## src/rtl/ahb_package.sv

```systemverilog
// Shared AHB types: transfer types, slave responses,
// and the default-slave state encoding.
package AHB_package;

   typedef enum logic [1:0] {
      TRANS_IDLE   = 2'b00,
      TRANS_BUSY   = 2'b01,
      TRANS_NONSEQ = 2'b10,
      TRANS_SEQ    = 2'b11
   } htrans_type;

   typedef enum logic [1:0] {
      OKAY  = 2'b00,
      ERROR = 2'b01,
      RETRY = 2'b10,
      SPLIT = 2'b11
   } hresp_type;

   typedef enum logic [1:0] {
      IDLE = 2'b00,
      ERR1 = 2'b01,
      ERR2 = 2'b10
   } dslv_state_e;

   function automatic logic is_active(htrans_type t);
      return (t == TRANS_NONSEQ) || (t == TRANS_SEQ);
   endfunction

endpackage

```

## src/rtl/ahb_default_slave_log.sv

```systemverilog
// Debug log of the most recent faulting access plus a
// saturating fault counter.
module ahb_default_slave_log #(
   parameter int AHB_ADDR_WIDTH = 32,
   parameter int ERR_CNT_WIDTH  = 8
) (
   input  logic                      hclk,
   input  logic                      hreset,
   input  logic                      log_en,
   input  logic                      err_clr,
   input  logic [AHB_ADDR_WIDTH-1:0] haddr,
   input  logic                      hwrite,
   output logic                      err_valid,
   output logic [AHB_ADDR_WIDTH-1:0] err_addr,
   output logic                      err_write,
   output logic [ERR_CNT_WIDTH-1:0]  err_count
);

   logic saturated;

   assign saturated = &err_count;

   // A fault in the same cycle as a clear restarts the count at one.
   always_ff @(posedge hclk) begin
      if (hreset) begin
         err_valid <= 1'b0;
         err_addr  <= '0;
         err_write <= 1'b0;
         err_count <= '0;
      end else if (log_en) begin
         err_valid <= 1'b1;
         err_addr  <= haddr;
         err_write <= hwrite;
         if (err_clr)
            err_count <= ERR_CNT_WIDTH'(1);
         else if (!saturated)
            err_count <= err_count + 1'b1;
      end else if (err_clr) begin
         err_valid <= 1'b0;
         err_count <= '0;
      end
   end

endmodule

```

## src/rtl/ahb_default_slave.sv

```systemverilog
// AHB default slave: two-cycle ERROR for active transfers
// to unmapped space, zero-wait OKAY for IDLE/BUSY.
module ahb_default_slave
   import AHB_package::*;
#(
   parameter int AHB_ADDR_WIDTH = 32,
   parameter int AHB_DATA_WIDTH = 32,
   parameter int ERR_CNT_WIDTH  = 8
) (
   input  logic                      hclk,
   input  logic                      hreset,
   input  logic                      hsel,
   input  logic [AHB_ADDR_WIDTH-1:0] haddr,
   input  htrans_type                htrans,
   input  logic                      hwrite,
   input  logic                      hready,
   output logic                      hreadyout,
   output hresp_type                 hresp,
   output logic [AHB_DATA_WIDTH-1:0] hrdata,
   input  logic                      err_clr,
   output logic                      err_valid,
   output logic [AHB_ADDR_WIDTH-1:0] err_addr,
   output logic                      err_write,
   output logic [ERR_CNT_WIDTH-1:0]  err_count
);

   dslv_state_e state;
   dslv_state_e state_nxt;
   logic        accept;
   logic        log_en;

   assign accept = hsel && hready && is_active(htrans);

   always_ff @(posedge hclk) begin
      if (hreset)
         state <= IDLE;
      else
         state <= state_nxt;
   end

   // ERR1 owns the data phase, so nothing is sampled there.
   always_comb begin
      state_nxt = state;
      log_en    = 1'b0;
      hreadyout = 1'b1;
      hresp     = OKAY;
      unique case (state)
         IDLE: begin
            if (accept) begin
               state_nxt = ERR1;
               log_en    = 1'b1;
            end
         end
         ERR1: begin
            hreadyout = 1'b0;
            hresp     = ERROR;
            state_nxt = ERR2;
         end
         ERR2: begin
            hresp = ERROR;
            if (accept) begin
               state_nxt = ERR1;
               log_en    = 1'b1;
            end else begin
               state_nxt = IDLE;
            end
         end
         default: state_nxt = IDLE;
      endcase
   end

   assign hrdata = '0;

   ahb_default_slave_log #(
      .AHB_ADDR_WIDTH(AHB_ADDR_WIDTH),
      .ERR_CNT_WIDTH (ERR_CNT_WIDTH)
   ) u_log (
      .hclk     (hclk),
      .hreset   (hreset),
      .log_en   (log_en),
      .err_clr  (err_clr),
      .haddr    (haddr),
      .hwrite   (hwrite),
      .err_valid(err_valid),
      .err_addr (err_addr),
      .err_write(err_write),
      .err_count(err_count)
   );

endmodule

```

## config.mk

```make
export PLATFORM = sky130hd
export DESIGN_NAME = ahb_default_slave
export DESIGN_NICKNAME = d
export VERILOG_FILES = /design/src/rtl/ahb_package.sv /design/src/rtl/ahb_default_slave_log.sv /design/src/rtl/ahb_default_slave.sv
export SDC_FILE = /design/constraint.sdc
export NUM_CORES = 1
export LEC_CHECK = 0
export CAP_MARGIN = 20
export CORE_UTILIZATION = 38
export DETAILED_ROUTE_END_ITERATION = 10
export MAX_ROUTING_LAYER = met4
export PLACE_DENSITY = 0.91
export SYNTH_ARGS = -nofsm -noshare
export SYNTH_HDL_FRONTEND = slang
export SYNTH_SLANG_ARGS = --single-unit
```

## constraint.sdc

```tcl
create_clock -name hclk -period 2.01 [get_ports hclk]
set_input_delay 0.402 -clock hclk [delete_from_list [all_inputs] [get_ports hclk]]
set_output_delay 0.402 -clock hclk [all_outputs]
set_load 0.05 [all_outputs]
```

; Yosys cells after proc, flatten, opt, wreduce, memory -nomap -nowiden
; Index checks and enable logic that the tools add are counted.
; Widths: inputs -> output; s select.
[classes]
eq_ne = 6
n_addsub = 1
reduce_logical = 9
mux = 13
[op_table]
columns = cell, count
row1 = $mux 8, 4
row2 = $add 8x1->8 const B, 1
row3 = $reduce_and 8->1, 1
row4 = $mux 1, 7
row5 = $eq 2x2->1 const B, 3
row6 = $pmux 2 s3, 1
row7 = $ne 2x2->1 const B, 2
row8 = $reduce_or 2->1, 2
row9 = $eq 2x1->1 const B, 1
row10 = $logic_and 1x1->1, 2
row11 = $logic_not 2->1, 1
row12 = $mux 2, 1
row13 = $reduce_and 2->1, 1
row14 = $reduce_bool 2->1, 1
row15 = $logic_or 1x1->1, 1
[totals]
reg_bits = 44
output_inout_bits = 77
input_bits = 40
word_cells = 34

; Depth between registers and ports, before layout
[depth]
ltp_word = 7
mapped_depth = 7
mapped_depth_nobuf = 6

; Cells and area by module
; Synthesis repeated with hierarchy kept, for this count alone.
[unflattened]
hier_cells = 218
area_unflattened_um2 = 2040.7
[modules_own_cells]
columns = module, seq_area_each_um2, instances, cells_each, area_each_um2
row1 = ahb_default_slave_log, 840.8, 1, 162, 1616.6
row2 = ahb_default_slave, 40.0, 1, 56, 424.2

; Worst setup path after synthesis
; No wires, ideal clock.
[synth_timing]
path_kind = register to register
startpoint = reg u_log.err_count[2]
endpoint = reg u_log.err_count[7]
arrival_time_ps = 1679
synth_period_minus_slack_ps = 1749
stages_incl_launch_ff = 6
path_slack_ps = 261
n_path_buf = 1
required_time_ps = 1940
cell_sequence = dfxtp_1 -> and4_1 -> buf_4 -> nand2_2 -> or4_1 -> a21oi_1
[synth_via]
elab_chain_len = 4
word_cells_on_any_way = 7
cone_classes = add/sub (1) / eq/ne (1) / mux (3) / reduce/logical (2)
[synth_lines]
columns = item, line_no
row1 = start: declaration, ahb_default_slave_log.sv:16  ; output logic [ERR_CNT_WIDTH-1:0] err_count
row2 = start signal: assignment, ahb_default_slave_log.sv:37  ; err_count <= err_count + 1'b1;
row3 = $add 8x1->8, ahb_default_slave_log.sv:37
row4 = $mux 8, ahb_default_slave_log.sv:36  ; else if (!saturated)
row5 = $mux 8, ahb_default_slave_log.sv:34  ; if (err_clr)
row6 = $mux 8, ahb_default_slave_log.sv:30  ; end else if (log_en) begin
; Parallel ways exist; a longest one is shown, timed or not. The select of a mux whose other input is x is not followed.
; A chain may end at the register's enable or synchronous reset.

; Final worst setup path
[layout_timing]
startpoint = reg u_log.err_count[1]
endpoint = out err_count[1]
[layout_rtl]
columns = item, line_no
row1 = end: declaration, ahb_default_slave.sv:24  ; output logic [ERR_CNT_WIDTH-1:0] err_count
; No word-level cell between the ends.

==> Flow_metrics.wiki <==
{| class="wikitable"
! Metric !! Value
|-
| Number of design-rule violations left by the first detailed-router iteration || 47
|-
| Post-synthesis instance total || 247
|-
| Post-synth top flop || sky130_fd_sc_hd__dfxtp_1
|-
| Total detailed-routing wirelength || 4590 um
|-
| Proportion of layout cells with a drive suffix above 1 || 6.95%
|-
| PortBufs || 82
|-
| Starting utilization of the core area || 40.8%
|-
| Row cnt || 25
|-
| Instance count after placement with tap cells included || 390
|-
| Overall via count from detail_route || 1,807
|-
| Type of destination of the critical path || output port
|-
| Total of flip-flops plus latches after synthesis || 44
|-
| Area of the die || 5530 um2
|-
| Pin count of the biggest net entering global routing || 38
|-
| Worst setup SP type || flop
|-
| Worst min-delay path class || flop to flop
|-
| Area of the multi-input gates || 921 um2
|-
| Yosys Warn Count || 0
|-
| CP required || 1.61 ns
|-
| Unrepaired setup endpoints after global routing || no
|-
| Sequential cell area fraction in the yosys report || 44.3%
|-
| Final TNS setup || 0 ns
|-
| Average size of a mapped cell || 8.05 um2
|-
| Final Net Count || 376
|-
| Wire length of the first global-routing pass || 7100 um
|-
| Average wire per cell in the routed design || 11.5 um
|-
| Clk sinks || 44
|-
| Routability cong. || 0.823
|-
| Placed inst area || 2790 um2
|-
| Minimum setup slack among reg-to-reg paths || 0.19 ns
|-
| Reg-to-reg startpoint || state[1]$_SDFFE_PP0P_
|-
| Chip Height || 74.4 um
|-
| Number of ports placed on the die boundary || 117
|-
| Root Buffer Master || sky130_fd_sc_hd__clkbuf_8
|-
| Type of the worst setup path || flop to output port
|-
| Cells along the critical path || clkdlybuf4s50_1
|-
| Post-route insts no fill || 398
|-
| Final standard cell area without fillers || 2880 um2
|-
| Worst clock skew || 0.00717 ns
|-
| Power per unit of standard cell area || 663 nW/um2
|-
| Horizontal extent of the die || 74.4 um
|-
| Endpoint, Worst Hold || u_log.err_addr[17]$_SDFFE_PP0P_
|-
| Lkg Pwr || 1.10 nW
|-
| Peak clock frequency supported by timing || 0.512 GHz
|-
| Total count of max-transition violations in the final report || 0
|-
| R2r worst-path depth || 7
|-
| CORE AREA || 4880 um2
|-
| Async set-or-reset flop fraction in the synthesized netlist || 0%
|-
| Critical path's slowest cell || sky130_fd_sc_hd__clkdlybuf4s50_1
|-
| Worst hold path depth || 2
|-
| Number of buffers created by CTS || 5
|-
| Global-route usage over all layers || 17.4%
|-
| Number of buffers added for setup after CTS || 0
|-
| Count of flip-flops with a built-in enable after synthesis || 0
|-
| Antenna violations before repair || 0
|-
| Insertion delay to the later sink of the worst-skew pair || 0.28 ns
|-
| Grt total ovfl || 0
|-
| Number of vias per cell after detailed routing || 4.54
|-
| Sum of net half-perimeters after detailed placement || 3420 um
|-
| Worst supply voltage drop on vdd || 0.000357 V
|-
| Overall power of the completed layout || 0.00191 W
|-
| Final hold viol count || 0
|-
| Worst stage delay on the critical path || 0.84 ns
|-
| Relative area change from synthesis to final layout || 44.9%
|-
| Actual transition at the worst max-transition pin || 0.516 ns
|-
| Slew HR || 65.5%
|-
| Worst path arrival time || 1.55 ns
|-
| Number of global-route vias before repair || 1,682
|-
| Final-layout fill cell count || 453
|-
| Sequential cell area || 881 um2
|-
| Antenna Nets Post-Route || 0
|-
| Run status || complete, no violations
|-
| Diodes inserted || 0
|-
| Share of the cycle needed by the critical path after routing || 97.3%
|-
| H-tree level count || 2
|-
| Cell class contributing the biggest share of worst-path delay || buffers and inverters
|-
| Count of final setup violators || 0
|-
| Worst reg2reg endpoint || u_log.err_count[2]$_SDFFE_PP0P_
|-
| Buf/Inv on CP || 1
|-
| Clock tree from TritonCTS || built
|-
| CTS clock-pin slew for the worst setup and hold paths || 0.08 ns
|-
| Yosys cell types || 31
|-
| 1st-pass router iterations || 4
|-
| Minimum clock period after layout || 1.96 ns
|-
| Synthesized cell area || 1990 um2
|-
| Top fanout value on the critical path || 5
|-
| Max capacitance violation total || 0
|-
| Clock Tree Buf Depth || 2
|-
| DR DRC count || 0
|-
| Launch point of the worst hold path || u_log.err_addr[17]$_SDFFE_PP0P_
|}
report_power, final:
part	switching, W	internal (W)
Sequential	0.0000140	0.000896
Clock	0.000270	0.000280
Combinational	0.000309	0.000143
Total	0.000593	0.00132
placed cells by master, fill, tap and decap left out, types with 2 or more instances in the layout:
cell type                         Yosys  layout
sky130_fd_sc_hd__nor2_1               6       6
sky130_fd_sc_hd__ha_1                 6       6
sky130_fd_sc_hd__nand3_1              7       7
sky130_fd_sc_hd__o31ai_1              2       2
sky130_fd_sc_hd__a211oi_1             3       3
sky130_fd_sc_hd__clkbuf_1             5       2
sky130_fd_sc_hd__dfxtp_1             44      44
sky130_fd_sc_hd__clkbuf_8             0       6
sky130_fd_sc_hd__clkdlybuf4s50_1      0      76
sky130_fd_sc_hd__conb_1               1      33
sky130_fd_sc_hd__inv_1                3       3
sky130_fd_sc_hd__or4_1                2       2
sky130_fd_sc_hd__a21oi_1             39      39
sky130_fd_sc_hd__dlymetal6s2s_1       0       2
sky130_fd_sc_hd__buf_4               34      12
sky130_fd_sc_hd__nand2_1             69      69
sky130_fd_sc_hd__xnor2_1              2       2
worst max-delay path by stage:
stage / slack (ns) / cells past startpoint / end / from
finish: 0.05 / 1 / err_count[1] / u_log.err_count[1]$_SDFFE_PP0P_
global route: 0.008 / 1 / err_count[4] / u_log.err_count[4]$_SDFFE_PP0P_
CTS: 0.03 / 1 / err_count[3] / u_log.err_count[3]$_SDFFE_PP0P_
detailed placement: 0.01 / 6 / u_log.err_count[2]$_SDFFE_PP0P_ / htrans[1]
global placement: 0.04 / 6 / u_log.err_count[2]$_SDFFE_PP0P_ / htrans[1]
floorplan: 0.26 / 5 / u_log.err_count[7]$_SDFFE_PP0P_ / u_log.err_count[2]$_SDFFE_PP0P_
final cells by class:
cell class / count / area share (%)
Multi-Input combinational cell: 185 / 31.9
Clock buffer: 8 / 3.13
Inverter: 3 / 0.391
Tap cell: 67 / 2.91
Sequential cell: 44 / 30.6
Timing Repair Buffer: 91 / 31.1
registers in the layout, indices dropped and copies added, names as in the netlist:
| signal | cells |
|---|---|
| u_log.err_addr | 32 |
| u_log.err_count | 8 |
| state | 2 |
| u_log.err_write | 1 |
| u_log.err_valid | 1 |
per-layer routing:
metal	wire length, um	global-route usage, %	vias up	share of wire (%)
li1	-	-	910	-
met1	1980	18.5	823	43
met2	2370	31.7	72	52
met3	214	4.34	2	4.7
met4	17	5.03	0	0.37
met5	0	-	-	0
through the flow:
stage / hold slack, ns / setup WS, ns / utilization, %
floorplan: 0.476 / 0.261 / -
global placement: 0.441 / 0.0414 / 57.1
detailed placement: 0.448 / 0.0113 / 57.1
CTS: 0.458 / 0.0256 / 59.0
global route: 0.476 / 0.00837 / 59.1
finish: 0.454 / 0.0550 / 59.1
logic make-up (layout without fill, tap and decap cells):
logic type      after synthesis  in the layout  share of synthesized area, %
flops                        44             44                          44.3
compound gates               51             51                          14.5
mux                           1              1                         0.503
simple gates                 91             91                          19.1
xor+xnor                      3              3                          1.32
other cells                   1             33                         0.188
buf+inv                      50            102                          16.4
fa+ha+maj                     6              6                          3.77
Yosys cell counts (2+ instances only):
cell type | number | area (um2)
sky130_fd_sc_hd__a211oi_1 | 3 | 22.5
sky130_fd_sc_hd__a21oi_1 | 39 | 195
sky130_fd_sc_hd__buf_2 | 8 | 40.0
sky130_fd_sc_hd__buf_4 | 34 | 255
sky130_fd_sc_hd__clkbuf_1 | 5 | 18.8
sky130_fd_sc_hd__dfxtp_1 | 44 | 881
sky130_fd_sc_hd__ha_1 | 6 | 75.1
sky130_fd_sc_hd__inv_1 | 3 | 11.3
sky130_fd_sc_hd__nand2_1 | 69 | 259
sky130_fd_sc_hd__nand3_1 | 7 | 35.0
sky130_fd_sc_hd__nor2_1 | 6 | 22.5
sky130_fd_sc_hd__o31ai_1 | 2 | 15.0
sky130_fd_sc_hd__or4_1 | 2 | 15.0
sky130_fd_sc_hd__xnor2_1 | 2 | 17.5
what timing repair did:
action                                  in CTS  in global routing
gates resized for setup                      0                  2
hold buffers                                 0                  0
endpoints found under the setup margin       0                  2
(Power assumes the default switching activity.)
